==> src/rtl/stb_pkg.sv <==
// Shared types and default sizes for the trace capture unit.
package stb_pkg;

    localparam int unsigned STB_WIDTH      = 64;
    localparam int unsigned STB_MAX_TRACES = 8;

    typedef enum logic {
        trace_mode  = 1'b0,
        stream_mode = 1'b1
    } mode_e;

    typedef enum logic [1:0] {
        ARMED,
        TRIGGERED,
        DONE
    } trg_state_e;

endpackage

==> src/rtl/trace_capture_unit_if.sv <==
// Store handshake towards the memory side: one word offered, held until accepted.
interface trace_capture_unit_if
    import stb_pkg::*;
#(
    parameter int unsigned WIDTH = STB_WIDTH
);

    logic [WIDTH-1:0] DATA_O;
    logic             STORE_O;
    logic             STORE_PERM_I;

    modport master (output DATA_O, output STORE_O, input STORE_PERM_I);
    modport slave  (input DATA_O, input STORE_O, output STORE_PERM_I);

endinterface

==> src/rtl/trace_trigger_unit.sv <==
// Pattern/edge trigger, ARMED->TRIGGERED->DONE sequencing, post-trigger delay
// counter and the latched event position/word.
module trace_trigger_unit
    import stb_pkg::*;
#(
    parameter int unsigned MAX_TRACES = STB_MAX_TRACES,
    parameter int unsigned POS_W      = 6,
    parameter int unsigned DELAY_W    = 16,
    parameter int unsigned WCNT_W     = 16
) (
    input  logic                  clk_i,
    input  logic                  rst_i,
    input  logic                  accept_i,
    input  logic [MAX_TRACES-1:0] lane_mask_i,
    input  logic [MAX_TRACES-1:0] trace_i,
    input  logic                  trig_i,
    input  logic [MAX_TRACES-1:0] mask_i,
    input  logic [MAX_TRACES-1:0] value_i,
    input  logic                  edge_i,
    input  logic [DELAY_W-1:0]    delay_i,
    input  logic [POS_W-1:0]      pos_i,
    input  logic [WCNT_W-1:0]     wcnt_i,
    output logic                  done_o,
    output logic                  trg_event_o,
    output logic                  trg_delayed_o,
    output logic [POS_W-1:0]      event_pos_o,
    output logic [WCNT_W-1:0]     event_word_o
);

    trg_state_e            state_q, state_d;
    logic [DELAY_W-1:0]    cnt_q, cnt_d;
    logic                  prev_q, prev_d;
    logic                  evt_q, evt_d;
    logic [POS_W-1:0]      evpos_q, evpos_d;
    logic [WCNT_W-1:0]     evword_q, evword_d;

    logic [MAX_TRACES-1:0] active_mask;
    logic                  match;
    logic                  fire;
    logic [DELAY_W-1:0]    cnt_inc;

    assign active_mask = mask_i & lane_mask_i;
    assign match       = (|active_mask) & ((trace_i & active_mask) == (value_i & active_mask));
    assign fire        = trig_i | (match & ~(edge_i & prev_q));
    assign cnt_inc     = cnt_q + 1'b1;

    // Next-state: trigger detection on accepted samples and delay counting.
    always_comb begin
        state_d  = state_q;
        cnt_d    = cnt_q;
        prev_d   = prev_q;
        evt_d    = evt_q;
        evpos_d  = evpos_q;
        evword_d = evword_q;
        if (accept_i) begin
            prev_d = match;
            case (state_q)
                ARMED: begin
                    if (fire) begin
                        evt_d    = 1'b1;
                        evpos_d  = pos_i;
                        evword_d = wcnt_i;
                        cnt_d    = DELAY_W'(1);
                        // The trigger sample itself counts, so delays 0 and 1 finish at once.
                        state_d  = (delay_i <= DELAY_W'(1)) ? DONE : TRIGGERED;
                    end
                end
                TRIGGERED: begin
                    cnt_d = cnt_inc;
                    if (cnt_inc >= delay_i) begin
                        state_d = DONE;
                    end
                end
                default: state_d = state_q;
            endcase
        end
    end

    // State and event latches.
    always_ff @(posedge clk_i) begin
        if (rst_i) begin
            state_q  <= ARMED;
            cnt_q    <= '0;
            prev_q   <= 1'b0;
            evt_q    <= 1'b0;
            evpos_q  <= '0;
            evword_q <= '0;
        end else begin
            state_q  <= state_d;
            cnt_q    <= cnt_d;
            prev_q   <= prev_d;
            evt_q    <= evt_d;
            evpos_q  <= evpos_d;
            evword_q <= evword_d;
        end
    end

    assign done_o        = (state_q == DONE);
    assign trg_delayed_o = (state_q == DONE);
    assign trg_event_o   = evt_q;
    assign event_pos_o   = evpos_q;
    assign event_word_o  = evword_q;

endmodule

==> src/rtl/trace_capture_unit.sv <==
// Trace packer: decimated sampling of 2**NTRACE_I lanes into WIDTH-bit words,
// double-buffered store handshake, drop counter and trigger sequencing.
module trace_capture_unit
    import stb_pkg::*;
#(
    parameter int unsigned WIDTH      = STB_WIDTH,
    parameter int unsigned MAX_TRACES = STB_MAX_TRACES,
    parameter int unsigned NTRACE_W   = 2,
    parameter int unsigned DECIM_W    = 8,
    parameter int unsigned DELAY_W    = 16,
    parameter int unsigned WCNT_W     = 16
) (
    input  logic                     FPGA_CLK_I,
    input  logic                     RST_I,
    input  logic                     MODE_I,
    input  logic [NTRACE_W-1:0]      NTRACE_I,
    input  logic [DECIM_W-1:0]       DECIM_I,
    input  logic [MAX_TRACES-1:0]    TRG_MASK_I,
    input  logic [MAX_TRACES-1:0]    TRG_VALUE_I,
    input  logic                     TRG_EDGE_I,
    input  logic [DELAY_W-1:0]       TRG_DELAY_I,
    input  logic                     FPGA_TRIG_I,
    input  logic [MAX_TRACES-1:0]    FPGA_TRACE_I,
    output logic                     FPGA_WRITE_READY_O,
    trace_capture_unit_if.master     mem,
    output logic                     TRG_EVENT_O,
    output logic                     TRG_DELAYED_O,
    output logic [$clog2(WIDTH)-1:0] EVENT_POS_O,
    output logic [WCNT_W-1:0]        EVENT_WORD_O,
    output logic [15:0]              DROP_CNT_O
);

    localparam int unsigned POS_W = $clog2(WIDTH);

    mode_e                 mode;
    logic                  started_q;
    logic [DECIM_W-1:0]    dcnt_q, dcnt_d;
    logic [POS_W-1:0]      pos_q, pos_d;
    logic [WIDTH-1:0]      pack_q, pack_d;
    logic [WIDTH-1:0]      out_q, out_d;
    logic                  store_q, store_d;
    logic                  full_q, full_d;
    logic [WCNT_W-1:0]     wcnt_q, wcnt_d;
    logic [15:0]           drop_q, drop_d;

    logic [POS_W:0]        n_lanes;
    logic [POS_W:0]        pos_sum;
    logic [MAX_TRACES-1:0] lane_mask;
    logic [WIDTH-1:0]      sample_wide;
    logic [WIDTH-1:0]      mask_wide;
    logic                  tick;
    logic                  accept;
    logic                  wrap;
    logic                  drain;
    logic                  out_free;
    logic                  trg_done;

    assign mode        = mode_e'(MODE_I);
    assign n_lanes     = (POS_W+1)'(1) << NTRACE_I;
    assign lane_mask   = ~({MAX_TRACES{1'b1}} << n_lanes);
    assign sample_wide = WIDTH'(FPGA_TRACE_I & lane_mask) << pos_q;
    assign mask_wide   = WIDTH'(lane_mask) << pos_q;
    assign pos_sum     = {1'b0, pos_q} + n_lanes;
    assign wrap        = pos_sum[POS_W];

    assign tick     = started_q & (dcnt_q == DECIM_I);
    assign accept   = tick & ~full_q & ~trg_done & ((mode == trace_mode) | FPGA_TRIG_I);
    assign drain    = store_q & mem.STORE_PERM_I;
    assign out_free = ~store_q | mem.STORE_PERM_I;

    // Datapath next-state: decimation, packing, out-register hand-off, counters.
    always_comb begin
        dcnt_d  = dcnt_q;
        pos_d   = pos_q;
        pack_d  = pack_q;
        out_d   = out_q;
        store_d = drain ? 1'b0 : store_q;
        full_d  = full_q;
        wcnt_d  = wcnt_q + WCNT_W'(drain);
        drop_d  = drop_q;

        if (started_q) begin
            dcnt_d = tick ? '0 : dcnt_q + 1'b1;
        end

        if (accept) begin
            pack_d = (pack_q & ~mask_wide) | sample_wide;
            pos_d  = pos_sum[POS_W-1:0];
        end

        // A held full pack has priority; it only exists while the out word is pending.
        if (full_q & out_free) begin
            out_d   = pack_q;
            store_d = 1'b1;
            full_d  = 1'b0;
        end else if (accept & wrap) begin
            if (out_free) begin
                out_d   = pack_d;
                store_d = 1'b1;
            end else begin
                full_d  = 1'b1;
            end
        end

        if (tick & full_q & (mode == trace_mode) & ~trg_done & ~(&drop_q)) begin
            drop_d = drop_q + 16'd1;
        end
    end

    // Datapath registers.
    always_ff @(posedge FPGA_CLK_I) begin
        if (RST_I) begin
            started_q <= 1'b0;
            dcnt_q    <= '0;
            pos_q     <= '0;
            pack_q    <= '0;
            out_q     <= '0;
            store_q   <= 1'b0;
            full_q    <= 1'b0;
            wcnt_q    <= '0;
            drop_q    <= '0;
        end else begin
            started_q <= 1'b1;
            dcnt_q    <= dcnt_d;
            pos_q     <= pos_d;
            pack_q    <= pack_d;
            out_q     <= out_d;
            store_q   <= store_d;
            full_q    <= full_d;
            wcnt_q    <= wcnt_d;
            drop_q    <= drop_d;
        end
    end

    trace_trigger_unit #(
        .MAX_TRACES (MAX_TRACES),
        .POS_W      (POS_W),
        .DELAY_W    (DELAY_W),
        .WCNT_W     (WCNT_W)
    ) u_trigger (
        .clk_i         (FPGA_CLK_I),
        .rst_i         (RST_I),
        .accept_i      (accept & (mode == trace_mode)),
        .lane_mask_i   (lane_mask),
        .trace_i       (FPGA_TRACE_I),
        .trig_i        (FPGA_TRIG_I),
        .mask_i        (TRG_MASK_I),
        .value_i       (TRG_VALUE_I),
        .edge_i        (TRG_EDGE_I),
        .delay_i       (TRG_DELAY_I),
        .pos_i         (pos_q),
        .wcnt_i        (wcnt_q),
        .done_o        (trg_done),
        .trg_event_o   (TRG_EVENT_O),
        .trg_delayed_o (TRG_DELAYED_O),
        .event_pos_o   (EVENT_POS_O),
        .event_word_o  (EVENT_WORD_O)
    );

    assign FPGA_WRITE_READY_O = ~full_q;
    assign mem.DATA_O         = out_q;
    assign mem.STORE_O        = store_q;
    assign DROP_CNT_O         = drop_q;

endmodule

==> src/flat_wrapper.sv <==
// flat-port wrapper written by rule: the top's interface ports become plain ports
module trace_capture_unit_flat import stb_pkg::*;
#(
    parameter int unsigned WIDTH      = STB_WIDTH,
    parameter int unsigned MAX_TRACES = STB_MAX_TRACES,
    parameter int unsigned NTRACE_W   = 2,
    parameter int unsigned DECIM_W    = 8,
    parameter int unsigned DELAY_W    = 16,
    parameter int unsigned WCNT_W     = 16
)
  (FPGA_CLK_I, RST_I, MODE_I, NTRACE_I, DECIM_I, TRG_MASK_I, TRG_VALUE_I, TRG_EDGE_I, TRG_DELAY_I, FPGA_TRIG_I, FPGA_TRACE_I, FPGA_WRITE_READY_O, TRG_EVENT_O, TRG_DELAYED_O, EVENT_POS_O, EVENT_WORD_O, DROP_CNT_O, mem_DATA_O, mem_STORE_O, mem_STORE_PERM_I);
  trace_capture_unit_if #(.WIDTH(WIDTH)) mem_i ();
  input  logic FPGA_CLK_I;
  input  logic RST_I;
  input  logic MODE_I;
  input  logic [NTRACE_W-1:0] NTRACE_I;
  input  logic [DECIM_W-1:0] DECIM_I;
  input  logic [MAX_TRACES-1:0] TRG_MASK_I;
  input  logic [MAX_TRACES-1:0] TRG_VALUE_I;
  input  logic TRG_EDGE_I;
  input  logic [DELAY_W-1:0] TRG_DELAY_I;
  input  logic FPGA_TRIG_I;
  input  logic [MAX_TRACES-1:0] FPGA_TRACE_I;
  output logic FPGA_WRITE_READY_O;
  output logic TRG_EVENT_O;
  output logic TRG_DELAYED_O;
  output logic [$clog2(WIDTH)-1:0] EVENT_POS_O;
  output logic [WCNT_W-1:0] EVENT_WORD_O;
  output logic [15:0] DROP_CNT_O;
  output wire logic [$bits(mem_i.DATA_O)-1:0] mem_DATA_O;
  output wire logic [$bits(mem_i.STORE_O)-1:0] mem_STORE_O;
  input wire logic [$bits(mem_i.STORE_PERM_I)-1:0] mem_STORE_PERM_I;
  assign mem_DATA_O = mem_i.DATA_O;
  assign mem_STORE_O = mem_i.STORE_O;
  assign mem_i.STORE_PERM_I = mem_STORE_PERM_I;
  trace_capture_unit #(.WIDTH(WIDTH), .MAX_TRACES(MAX_TRACES), .NTRACE_W(NTRACE_W), .DECIM_W(DECIM_W), .DELAY_W(DELAY_W), .WCNT_W(WCNT_W)) u_core (.FPGA_CLK_I(FPGA_CLK_I), .RST_I(RST_I), .MODE_I(MODE_I), .NTRACE_I(NTRACE_I), .DECIM_I(DECIM_I), .TRG_MASK_I(TRG_MASK_I), .TRG_VALUE_I(TRG_VALUE_I), .TRG_EDGE_I(TRG_EDGE_I), .TRG_DELAY_I(TRG_DELAY_I), .FPGA_TRIG_I(FPGA_TRIG_I), .FPGA_TRACE_I(FPGA_TRACE_I), .FPGA_WRITE_READY_O(FPGA_WRITE_READY_O), .mem(mem_i), .TRG_EVENT_O(TRG_EVENT_O), .TRG_DELAYED_O(TRG_DELAYED_O), .EVENT_POS_O(EVENT_POS_O), .EVENT_WORD_O(EVENT_WORD_O), .DROP_CNT_O(DROP_CNT_O));
endmodule
==> config.mk <==
export PLATFORM = sky130hd
export DESIGN_NAME = trace_capture_unit_flat
export DESIGN_NICKNAME = d
export VERILOG_FILES = /design/src/rtl/stb_pkg.sv /design/src/rtl/trace_capture_unit_if.sv /design/src/rtl/trace_trigger_unit.sv /design/src/rtl/trace_capture_unit.sv /design/src/flat_wrapper.sv
export SDC_FILE = /design/constraint.sdc
export NUM_CORES = 1
export LEC_CHECK = 0
export ABC_AREA = 1
export BUFFER_PORTS_ARGS = -buffer_cell sky130_fd_sc_hd__clkbuf_2
export CAP_MARGIN = 40
export CORE_MARGIN = 2
export CORE_UTILIZATION = 35
export CTS_BUF_LIST = sky130_fd_sc_hd__clkbuf_8
export CTS_CLUSTER_DIAMETER = 60
export DETAILED_ROUTE_END_ITERATION = 8
export GPL_ROUTABILITY_DRIVEN = 0
export MAX_ROUTING_LAYER = met4
export PLACE_DENSITY_LB_ADDON = 0.3
export RECOVER_POWER = 25
export SETUP_SLACK_MARGIN = 0.3
export SLEW_MARGIN = 10
export SYNTH_ARGS = -nofsm -noshare
export SYNTH_HDL_FRONTEND = slang
export SYNTH_SLANG_ARGS = --single-unit
==> constraint.sdc <==
create_clock -name FPGA_CLK_I -period 3.1 [get_ports FPGA_CLK_I]
set_input_delay 0.62 -clock FPGA_CLK_I [delete_from_list [all_inputs] [get_ports FPGA_CLK_I]]
set_output_delay 0.62 -clock FPGA_CLK_I [all_outputs]
set_load 0.005 [all_outputs]
After elaboration in Yosys (flattened, before gate mapping)
Index checks and enable logic that the tools add are counted.

Input port bits: 56. Register bits after elaboration: 219. Output and inout port bits: 106. Word-level logic and storage cells: 93.

Mux-type cells: 16. $add $sub $neg: 5. Shifts and indexed selects: 4. Eq/ne operators: 6. Order comparisons: 2. Reduce and logical (&&, ||, !) cells: 12. Bitwise operators: 33.

Operator list (count): $mux W64 (4); $and A64 B64 Y64 (1); $not A64 Y64 (1); $or A64 B64 Y64 (1); $shl A64 B6 Y64 (1); $shl A8 B6 Y64 (1); $add A16 B1 Y16 const B (2); $and A8 B8 Y8 (4); $pmux W16 S2 (1); $add A16 B1 Y16 (1); $eq A8 B8 Y1 (2); $ge A16 B16 Y1 (1); $le A16 B1 Y1 const B (1); $mux W16 (1); $reduce_and A16 Y1 (1); $and A1 B1 Y1 (15); $add A8 B1 Y8 const B (1); $mux W8 (1); $not A8 Y8 (1); $reduce_or A8 Y1 (1); $shl A8 B7 Y8 const A (1); $add A6 B7 Y7 (1); $not A1 Y1 (7); $shl A1 B2 Y7 const A (1); 13 further kinds (26).

Longest topological paths before layout
Depth after elaboration: 11. Gate-level depth with buffers: 19. Mapped depth without buffers: 19.

By module
Synthesis repeated with hierarchy kept, for this count alone.

Cells, all modules: 1892. Area, all modules: 12114.1 um^2.

By module, submodules not included: trace_capture_unit (seq. area each 3543.4 um^2, instances 1, cells an instance 1497, area an instance 9452.8 um^2); trace_trigger_unit (seq. area each 840.8 um^2, instances 1, cells an instance 395, area an instance 2661.3 um^2).

Worst setup path before layout
OpenSTA, ideal clock, no wires.

Kind: input to register. Start point: input port NTRACE_I[0]. End point: register u_core.out_q[28], in the netlist u_core.mem.DATA_O[28]. Library setup time: 0.113 ns. Stages: 12. Setup slack: 0.630 ns. Arrival: 2.357 ns. Path through: nor2_1 > ha_1 > inv_1 > fa_1 > o21ai_0 > nand3_1 > nand2_2 > nand2_2 > buf_2 > buf_4 > nor2_1 > nor2_1.

Word-level cells in the longest chain between the ends: 11.

Ends and longest elaborated chain: start, declared (line flat_wrapper.sv:16) `input logic [NTRACE_W-1:0] NTRACE_I;`; $shl A1 B2 Y7 * (line trace_capture_unit.sv:59) `assign n_lanes = (POS_W+1)'(1) << NTRACE_I;`; branches (longest 10 deep; another with $shl A64 B6 Y64); end signal, assigned (line trace_capture_unit.sv:127) `out_q <= out_d;`; end, declared (line trace_capture_unit.sv:40) `logic [WIDTH-1:0] out_q, out_d;`.

Every way passes the cells marked *. The select of a mux whose other input is x is not followed. A chain may end at the register's enable or synchronous reset.

Final worst setup path
Start point: register u_core.u_trigger.cnt_q[0]. End point: register u_core.u_trigger.state_q[0].

Word-level cells in the longest chain between the ends: 4.

Ends and longest elaborated chain: start, declared (line trace_trigger_unit.sv:31) `logic [DELAY_W-1:0] cnt_q, cnt_d;`; start signal, assigned (line trace_trigger_unit.sv:90) `cnt_q <= cnt_d;`; $add A16 B1 Y16 (line trace_trigger_unit.sv:45) `assign cnt_inc = cnt_q + 1'b1;`; $ge A16 B16 Y1 (line trace_trigger_unit.sv:70) `if (cnt_inc >= delay_i) begin`; $ne A2 B2 Y1 (no source line); $reduce_and A4 Y1 (no source line); end signal, assigned (line trace_trigger_unit.sv:89) `state_q <= state_d;`; end, declared (line trace_trigger_unit.sv:30) `trg_state_e state_q, state_d;`.

Every way passes these cells.

==> flow_summary_export.csv <==
group,metric,value,unit
run_status,status,"completed",
cells_and_area,finalNonFillerCells,2491,
timing,max_freq,376,MHz
detailed_routing,drt_iter0_markers,862,
timing,period_share,85.7,%
clock_tree,cts_buffer_depth,3,
timing,layout_setup_ws,0.444,ns
timing,relSlewSlack,3.01,%
placement,dpl.cell_count,2424,
placement,place_area,13100,µm²
clock_tree,clkTransAtPathRegs,0.06,ns
die,num_rows,67,
placement,dp_slack,0.138,ns
detailed_routing,drt-total-wl,35900,µm
placement,dp_hpwl,26500,µm
clock_tree,clock_sinks,219,
timing,period_needed,2.66,ns
detailed_routing,ant_nets,0,
worst_setup_path,critPathKind,"reg2reg",
synthesis,seq_area_frac_synth,37.3,%
worst_setup_path,arrival,3.14,ns
power_and_ir_drop,p_clk_share,48.2,%
timing,finalSetupViolCount,0,
timing,slew_violations,0,
global_routing,grt_start_max_net_pins,66,
synthesis,netlist_area,11800,µm²
detailed_routing,drtPass1Iterations,8,
global_routing,antenna_found_initial,0,
die,design.die.area,35100,µm²
clock_tree,cts_tree,"done",
detailed_routing,vias,12035,
die,die_w,187,µm
global_routing,grt_pass1_vias,11202,
global_routing,grt_pass1_wl,58000,µm
power_and_ir_drop,pwr-share-seq,47.1,%
timing,hold_viol,0,
die,floorplan.initialDensity,35.3,%
worst_setup_path,end_kind,"flop",
placement,port_buffers,161,
cells_and_area,fin_nets,2103,
clock_tree,root_buffer,"clkbuf_8",
power_and_ir_drop,switchingPower,1.42,mW
timing,fin_worst_skew,0.0302,ns
timing,holdWs,0.419,ns
worst_setup_path,path_max_fanout,5,
synthesis,synth_fp_nets,1939,
clock_tree,h-tree-depth,2,
power_and_ir_drop,leakage,6.82,nW
power_and_ir_drop,peakVddDrop,0.000265,V
cells_and_area,synthToLayoutAreaGrowth,18.8,%
detailed_routing,post-route-drc-count,0,
global_routing,grt-ovfl-total,0,
timing,rsz0062_at_grt,"true",
die,core_area,33300,µm²
detailed_routing,viasPerCell,4.83,
power_and_ir_drop,switching_share,23.7,%
global_routing,gr-usage-all-layers,20.8,%
worst_setup_path,cp_data_required_time,3.58,ns
min_path,worstHoldPathCells,4,
die,io_pins,162,
synthesis,syn_inst,1857,
min_path,hp-class,"in2reg",
detailed_routing,wl_per_cell,14.4,µm
worst_setup_path,rr_worst_depth,18,
run,max_cap_viol_count,0,
power_and_ir_drop,power,5.98,mW
synthesis,ys_types,42,
cells_and_area,diodes,0,
synthesis,synth_top_area_share,37.3,%
synthesis,synth.largest_area_cell,"dfxtp_1",
worst_setup_path,cp-start-kind,"flop",
power_and_ir_drop,intPower,4.57,mW
die,dieHeight,187,µm
power_and_ir_drop,comb_power_share,4.7,%
clock_tree,cts_buffers,39,
synthesis,post_synth.cell_area_avg,6.33,µm²
cells_and_area,post-route-util,41.9,%
clock_tree,clock_latency,0.56,ns
timing,fin_tns_setup,0,ns
cells_and_area,drive_gt1_share,13.0,%
cells_and_area,final_area,14000,µm²
synthesis,ys_warn_count,0,
synthesis,synth_area_leaders,"dfxtp_1 37%, nand2_1 17%, nor2_1 9.3%, inv_1 6.5%, nand3_1 5.5%",
synthesis,ys_ff_latch,219,
timing,tightest_slew,1.45,ns
power_and_ir_drop,p_per_area,429,nW/µm²
==> power groups by stage <==
| stage | registers, mW | clock network [mW] | logic [mW] |
|---|---|---|---|
| 2_1_floorplan | 2.88 | 0 | 0.166 |
| 3_3_place_gp | 2.88 | 0 | 0.271 |
| 3_5_place_dp | 2.88 | 0 | 0.274 |
| 4_1_cts | 2.82 | 2.96 | 0.276 |
| 5_1_grt | 2.82 | 3.08 | 0.316 |
| 6_report | 2.82 | 2.88 | 0.281 |
==> state kept, by name, indices dropped and copies added (netlist names), 2 cells and up <==
name and flops:
u_core.u_trigger.cnt_q 16, u_core.u_trigger.event_pos_o 6, u_core.u_trigger.state_q 2, u_core.pos_q 6, u_core.wcnt_q 16, u_core.u_trigger.event_word_o 16
u_core.dcnt_q 8, u_core.pack_q 64, u_core.DROP_CNT_O 16, u_core.mem.DATA_O 64
==> critical path, cell delays in order (launching register included) <==
cell and delay (ns):
dfxtp_4 0.38, nand3_4 0.10, nor2_4 0.11, nand4_1 0.13, nor3_2 0.20, buf_4 0.15
buf_4 0.10, nand3_1 0.07, xnor2_1 0.21, ha_1 0.28, a21oi_1 0.15, o21ai_0 0.08
a21oi_1 0.12, nand3_1 0.09, nand2_1 0.08, nand2_2 0.07, nand3_2 0.07, nand2_2 0.05
a21oi_2 0.13
==> routing by layer <==
| metal | vias up | wire length [µm] | track usage [%] |
|---|---|---|---|
| li1 | 6195 | - | - |
| met1 | 5364 | 17500 | 28.6 |
| met2 | 399 | 14800 | 30.4 |
| met3 | 77 | 2530 | 4.17 |
| met4 | 0 | 1080 | 7.11 |
| met5 | - | 0 | - |
==> Yosys cell counts (all sizes together) <==
| cell type | instances |
|---|---|
| a211oi | 1 |
| a21o | 2 |
| a21oi | 120 |
| a22oi | 1 |
| a31o | 1 |
| a31oi | 1 |
| and2 | 3 |
| and3 | 1 |
| buf | 41 |
| clkbuf | 45 |
| clkinv | 3 |
| dfxtp | 219 |
| fa | 1 |
| ha | 25 |
| inv | 205 |
| nand2 | 533 |
| nand3 | 129 |
| nand3b | 3 |
| nand4 | 28 |
| nor2 | 295 |
| nor3 | 33 |
| nor3b | 4 |
| nor4 | 3 |
| o211ai | 6 |
| o21a | 3 |
| o21ai | 118 |
| o21bai | 1 |
| o31ai | 1 |
| or2 | 3 |
| xnor2 | 4 |
| xor2 | 24 |
==> layout make-up <==
cell class | instances | area (µm²)
well taps | 448 | 561
clock inverters | 18 | 196
repair buffers | 209 | 1150
clock buffers | 45 | 619
flip-flops and latches | 219 | 4400
inverters | 208 | 782
fillers | 3567 | 19300
multi-input cells | 1344 | 6250
==> path summary, 6_finish.rpt <==
| check | from | end | slack, ns |
|---|---|---|---|
| max | u_core.u_trigger.cnt_q[0]$_SDFFE_PP0P_ | u_core.u_trigger.state_q[0]$_SDFFE_PP0P_ | 0.44 |
| min | mem_STORE_PERM_I | u_core.full_q$_SDFFE_PP0P_ | 0.42 |
| max reg2reg | u_core.u_trigger.cnt_q[0]$_SDFFE_PP0P_ | u_core.u_trigger.state_q[0]$_SDFFE_PP0P_ | 0.44 |
| min reg2reg | u_core.u_trigger.prev_q$_SDFFE_PP0P_ | u_core.u_trigger.prev_q$_SDFFE_PP0P_ | 0.47 |
==> kinds of logic after synthesis <==
kind of cell / count (synthesis) / share of synthesized area, %
DFF: 219 / 37.3
adders and majority gates: 26 / 2.83
buffers and inverters: 294 / 10.2
AOI/OAI and AO/OA: 255 / 11.3
and+or+nand+nor: 1035 / 36.3
xor gates and xnor gates: 28 / 2.09
==> cell usage in the layout, fill, tap and decap left out, types with 4 or more instances in the layout <==
cell type | netlist | final
clkbuf_2 | 0 | 119
o21ai_0 | 103 | 102
nor2_2 | 3 | 4
dfxtp_1 | 219 | 214
nand2_1 | 529 | 526
nor3_1 | 31 | 29
clkbuf_1 | 45 | 40
xnor2_1 | 4 | 4
buf_4 | 4 | 45
nand4_1 | 28 | 28
ha_1 | 25 | 22
a21oi_1 | 120 | 119
nand3_1 | 129 | 126
nor2_1 | 291 | 289
nand2_2 | 4 | 6
inv_1 | 203 | 206
o211ai_1 | 6 | 6
bufinv_16 | 0 | 4
inv_2 | 2 | 4
xor2_1 | 24 | 24
o21ai_1 | 15 | 16
clkinv_2 | 0 | 5
clkbuf_8 | 0 | 45
==> repair_timing <==
| action | CTS | global route |
|---|---|---|
| pin swaps | 0 | 12 |
| setup endpoints to repair | 2 | 10 |
| resized for setup | 1 | 27 |
| buffers inserted | 0 | 4 |
| hold buffers | 0 | 0 |
Power figures use the tool's default switching activity.
